File: config.mk
export PLATFORM = sky130hd
export DESIGN_NAME = machine_ctl
export DESIGN_NICKNAME = d
export VERILOG_FILES = /design/src/rtl/risc_pkg.sv /design/src/rtl/machine_ctl_decode.sv /design/src/rtl/machine_ctl.sv
export SDC_FILE = /design/constraint.sdc
export NUM_CORES = 1
export LEC_CHECK = 0
export CORE_MARGIN = 5
export CORE_UTILIZATION = 25
export DETAILED_ROUTE_END_ITERATION = 10
export GPL_TIMING_DRIVEN = 1
export SLEW_MARGIN = 10
export SYNTH_ARGS = -nofsm -noshare
export SYNTH_HDL_FRONTEND = slang
export SYNTH_HIERARCHICAL = 1
export SYNTH_SLANG_ARGS = --single-unit
File: constraint.sdc
create_clock -name clk -period 4.3 [get_ports clk]
set_clock_uncertainty 0.2 [all_clocks]
set_input_delay 0.645 -clock clk [delete_from_list [all_inputs] [get_ports clk]]
set_output_delay 0.645 -clock clk [all_outputs]
set_load 0.05 [all_outputs]
File: src/rtl/risc_pkg.sv
// Shared RISC CPU definitions: opcode encoding, machine-cycle state encoding,
// datapath strobe bundle and ALU-opcode classification.
package risc_pkg;

  localparam logic [2:0] HLT  = 3'b000;
  localparam logic [2:0] SKZ  = 3'b001;
  localparam logic [2:0] ADD  = 3'b010;
  localparam logic [2:0] ANDD = 3'b011;
  localparam logic [2:0] XORR = 3'b100;
  localparam logic [2:0] LDA  = 3'b101;
  localparam logic [2:0] STO  = 3'b110;
  localparam logic [2:0] JMP  = 3'b111;

  typedef enum logic [3:0] {
    S0 = 4'd0, S1 = 4'd1, S2 = 4'd2, S3 = 4'd3,
    S4 = 4'd4, S5 = 4'd5, S6 = 4'd6, S7 = 4'd7,
    HALTED = 4'd8
  } state_t;

  typedef struct packed {
    logic inc_pc;
    logic load_pc;
    logic load_acc;
    logic load_ir;
    logic rd;
    logic wr;
    logic datactl_ena;
  } ctl_t;

  function automatic logic is_aluop(input logic [2:0] op);
    return (op == ADD) || (op == ANDD) || (op == XORR) || (op == LDA);
  endfunction

endpackage

File: src/rtl/machine_ctl_decode.sv
// Combinational strobe row for the machine-cycle state about to be entered.
module machine_ctl_decode
  import risc_pkg::*;
(
  input  state_t     st,
  input  logic [2:0] opcode,
  input  logic       zero,
  output ctl_t       row
);

  logic alu, skz_z, jmp, sto;

  always_comb begin
    alu   = is_aluop(opcode);
    skz_z = (opcode == SKZ) && zero;
    jmp   = (opcode == JMP);
    sto   = (opcode == STO);
    row   = '0;
    case (st)
      S0: begin row.rd = 1'b1; row.load_ir = 1'b1; end
      S1: begin row.rd = 1'b1; row.load_ir = 1'b1; row.inc_pc = 1'b1; end
      S3: row.inc_pc = 1'b1;
      S4: begin
        row.rd          = alu;
        row.inc_pc      = skz_z;
        row.load_pc     = jmp;
        row.datactl_ena = sto;
      end
      S5: begin
        row.rd          = alu;
        row.load_acc    = alu;
        row.inc_pc      = skz_z | jmp;
        row.load_pc     = jmp;
        row.wr          = sto;
        row.datactl_ena = sto;
      end
      S6: begin
        row.rd          = alu;
        row.datactl_ena = sto;
      end
      S7: row.inc_pc = skz_z;
      // S2, HALTED and any illegal encoding drive no strobes
      default: row = '0;
    endcase
  end

endmodule

File: src/rtl/machine_ctl.sv
// RISC instruction-cycle sequencer: 8-state machine cycle with registered strobes.
// Optional retired-instruction counter output enabled by MACHINE_ICOUNT_EN.
module machine_ctl
  import risc_pkg::*;
#(
  parameter int OPW    = 3,
  parameter int ICNT_W = 16
) (
  input  logic           clk,
  input  logic           rst,
  input  logic           ena,
  input  logic [OPW-1:0] opcode,
  input  logic           zero,
  output logic           inc_pc,
  output logic           load_pc,
  output logic           load_acc,
  output logic           load_ir,
  output logic           rd,
  output logic           wr,
  output logic           datactl_ena,
  output logic           halt
`ifdef MACHINE_ICOUNT_EN
  ,
  output logic [ICNT_W-1:0] icount
`endif
);

  state_t state, nxt;
  logic   run;   // 0 after reset or an ena=0 edge: next ena=1 edge enters S0
  ctl_t   ctl, row;

  always_comb begin
    nxt = S0;
    if (run) begin
      case (state)
        S0:      nxt = S1;
        S1:      nxt = S2;
        S2:      nxt = S3;
        S3:      nxt = (opcode == HLT) ? HALTED : S4;
        S4:      nxt = S5;
        S5:      nxt = S6;
        S6:      nxt = S7;
        S7:      nxt = S0;
        HALTED:  nxt = HALTED;
        default: nxt = S0;
      endcase
    end
  end

  machine_ctl_decode u_dec (
    .st     (nxt),
    .opcode (opcode),
    .zero   (zero),
    .row    (row)
  );

  always_ff @(posedge clk or negedge rst) begin
    if (!rst) begin
      state <= S0;
      run   <= 1'b0;
      ctl   <= '0;
      halt  <= 1'b0;
    end else if (state == HALTED) begin
      ctl  <= '0;
      halt <= 1'b1;
    end else if (!ena) begin
      state <= S0;
      run   <= 1'b0;
      ctl   <= '0;
    end else begin
      state <= nxt;
      run   <= 1'b1;
      ctl   <= row;
      if (nxt == HALTED) halt <= 1'b1;
    end
  end

  assign inc_pc      = ctl.inc_pc;
  assign load_pc     = ctl.load_pc;
  assign load_acc    = ctl.load_acc;
  assign load_ir     = ctl.load_ir;
  assign rd          = ctl.rd;
  assign wr          = ctl.wr;
  assign datactl_ena = ctl.datactl_ena;

`ifdef MACHINE_ICOUNT_EN
  // Only a completed S7 -> S0 step retires an instruction
  always_ff @(posedge clk or negedge rst) begin
    if (!rst)                            icount <= '0;
    else if (ena && run && state == S7)  icount <= icount + 1'b1;
  end
`endif

endmodule

==> results.py <==
metrics = {
    "run_status": {
        "status": "finished, final reports clean",
    },
    "power_and_ir_drop": {
        "total_power_uw": 244,
        "seqPwrFrac_pct": 52.9,
        "peakVddDrop_mv": 0.116,
        "p_per_area_mw_per_mm2": 284,
        "cellLeakagePower_uw": 0.000353,
        "comb_power_share_pct": 16.7,
        "clkPwrFrac_pct": 30.3,
        "power.switching_uw": 65.1,
        "p_int_uw": 179,
        "switching_share_pct": 26.6,
    },
    "yosys": {
        "ys_ff_latch": 13,
        "syn_area_um2": 657,
        "synth_edf_count": 0,
        "yosysMostFrequentCell": "dfrtp_1",
        "yosys_most_used_dff": "dfrtp_1",
        "ys_top_cells_by_area": "dfrtp_1 50%, and2_1 8.6%, nor3b_2 3.8%",
        "synth_top_area_share_pct": 49.5,
        "syn_nets": 66,
        "yosysWarningCount": 6,
        "synth_common_cells": "13 x dfrtp_1, 9 x and2_1, 4 x nand2_1, 4 x nor2_1",
        "ys_seq_area_share_pct": 49.5,
        "synth_cells": 59,
        "synthArstFlopShare_pct": 100,
        "avgSynthCellArea_um2": 11.1,
        "yosysUniqueCellTypes": 25,
        "yosysTopAreaCell": "dfrtp_1",
    },
    "hold_path": {
        "min_path_type": "reg -> reg",
        "worstHoldStart": "halt$_DFFE_PN0P_",
        "hold_end": "halt$_DFFE_PN0P_",
        "min_path_cells": 1,
    },
    "timing": {
        "post-route-period-util_pct": 59.3,
        "layout_min_cycle_time_ns": 2.55,
        "rsz0062_at_grt": "false",
        "relSlewSlack_pct": 61.6,
        "tightest_slew_ns": 0.574,
        "hold_violations": 0,
        "timing.fmax_mhz": 392,
        "finalSetupViolCount": 0,
        "drv_slew": 0,
        "fin_ws_ns": 1.75,
        "tns_ns": 0,
    },
    "placed_design": {
        "dpl.hpwl_um": 948,
        "portBuffers": 14,
        "gp_congestion": 0.774,
        "pre_cts_ws_ns": 1.49,
    },
    "worst_setup_path": {
        "worstSetupPathType": "in -> reg",
        "cp-end-kind": "register",
        "start_kind": "primary input",
        "r2r_end": "wr$_DFF_PN0_",
        "worstPathArrival_ns": 2.52,
        "required_ns": 4.27,
        "critPathMaxFanout": 6,
        "rr_worst_depth": 7,
        "reg2reg_slack_ns": 2.14,
        "reg2reg_from": "state[0]$_DFFE_PN0P_",
    },
    "die": {
        "die_height_um": 61.3,
        "die_w_um": 61.3,
        "core_mm2": 0.00250,
        "dieArea_mm2": 0.00375,
        "start_util_pct": 26.3,
        "rows": 18,
        "io_pins": 15,
    },
    "grt": {
        "grtUsageTotal_pct": 8.10,
        "use_met3_pct": 1.26,
        "antenna_found_initial": 0,
        "grt_pass1_vias": 523,
        "global_route.overflow_total": 0,
        "grt_pass1_wl_mm": 2.23,
        "gr-max-usage-layer": "met2",
        "use_met2_pct": 13.7,
        "grt_max_degree": 14,
        "met1_usage_pct": 9.28,
    },
    "routing": {
        "avgRoutedWirePerCell_um": 11.8,
        "drt_iter0_markers": 14,
        "wirelength_mm": 1.26,
        "drt-vias-per-instance": 4.66,
        "drt_first_pass_iters": 4,
        "dr_total_vias": 499,
        "route.detailed.drc": 0,
        "drtAntennaViolNets": 0,
    },
    "final_layout": {
        "area_growth_syn_to_layout_pct": 31.0,
        "fillerInstances": 257,
        "nNetsFinal": 85,
        "final_util_pct": 34.4,
        "drive_gt1_share_pct": 14.3,
        "diodes": 0,
        "seqCellArea_um2": 325,
        "multi_input_area_um2": 328,
    },
    "cts": {
        "cts_buffer_depth": 2,
        "root_buffer": "clkbuf_4",
        "cts_hold_buf": 0,
        "numClockSinks": 13,
        "insertion_delay_ns": 0.27,
        "cts_resized": 0,
        "cts_tree": "yes",
        "cts-buffers-inserted": 3,
        "htreeDepth": 1,
        "post_cts_buffers": 0,
        "clk_pin_slew_ns": 0.08,
    },
    "job": {
        "drv_cap": 0,
    },
}
through the flow:
step / cells / hold WS [ns] / instance area (um^2)
floorplan: 59 / 0.149 / 657
finish: 107 / 0.294 / 861
CTS: 107 / 0.290 / 861
detailed placement: 103 / 0.275 / 835
global placement: 103 / 0.275 / 835
global route: 107 / 0.329 / 861
critical path, cell delays in order:
cell	delay, ns
clkdlybuf4s50_1	0.50
nor4_2	0.37
nor3b_2	0.30
o21a_1	0.27
nor3b_2	0.09
and2b_2	0.21
and2_1	0.13
cells by family (layout without fill, tap and decap cells):
group           count (synthesis)  after routing  share of synthesized area (%)
buf+inv                         1             19                          0.571
xor+xnor                        3              3                           4.00
simple gates                   35             35                           37.1
flops                          13             13                           49.5
compound gates                  7              7                           8.76
per-layer routing:
metal | routed length (um) | share of wire, %
met5 | 0 | 0
met4 | 21 | 1.7
met3 | 42 | 3.3
met2 | 658 | 52
met1 | 536 | 43
cell type report:
type	count	share of cell area [%]
well taps	30	4.36
clock buffers	4	3.05
flip-flops and latches	13	37.8
multi-input cells	45	38.1
inverters	1	0.436
repair buffers	14	16.3
cells in the final DEF, fill, tap and decap left out:
cell type / Yosys / final
clkdlybuf4s50_1: 0 / 14
a21o_1: 1 / 1
xor2_1: 1 / 1
clkbuf_1: 0 / 1
or4b_1: 1 / 1
and2_1: 9 / 9
o21a_1: 1 / 1
a2111oi_0: 1 / 1
nand2_1: 4 / 4
nand3_1: 2 / 2
a221oi_1: 1 / 1
nor4b_4: 1 / 1
dfrtp_1: 13 / 13
nand2b_1: 3 / 3
nor4_2: 1 / 1
xnor2_1: 2 / 2
nor2b_1: 2 / 2
inv_1: 1 / 1
a31o_2: 1 / 1
and3b_1: 1 / 1
nor3b_2: 2 / 2
and2b_2: 1 / 1
o21ai_0: 1 / 1
nor3_1: 3 / 3
and4bb_2: 1 / 1
a311o_2: 1 / 1
nor2_1: 4 / 4
clkbuf_4: 0 / 3
flip-flops by register name (all words and copies together) (netlist names):
register and cells:
datactl_ena 1, halt 1, inc_pc 1, load_acc 1, load_ir 1, load_pc 1, rd 1, run 1
state 4, wr 1
worst max path at each step:
| stage | start | endpoint | slack [ns] | cells after the start |
|---|---|---|---|---|
| after floorplan | opcode[1] | load_pc$_DFF_PN0_ | 2.20 | 6 |
| final | opcode[1] | load_pc$_DFF_PN0_ | 1.75 | 7 |
| after detailed placement | opcode[1] | load_pc$_DFF_PN0_ | 1.49 | 7 |
| after global placement | opcode[1] | load_pc$_DFF_PN0_ | 1.51 | 7 |
| after CTS | opcode[1] | load_pc$_DFF_PN0_ | 1.78 | 7 |
| after global routing | opcode[1] | load_pc$_DFF_PN0_ | 1.62 | 7 |
power by group through the flow:
stage               clock [uW]  sequential [uW]  combinational (uW)
floorplan                    0              142                12.3
global placement             0              132                41.0
detailed placement           0              132                41.0
CTS                       79.8              129                41.4
global route              85.1              130                44.5
finish                    74.2              129                40.9
No activity file was read; power rests on OpenSTA's default activity.
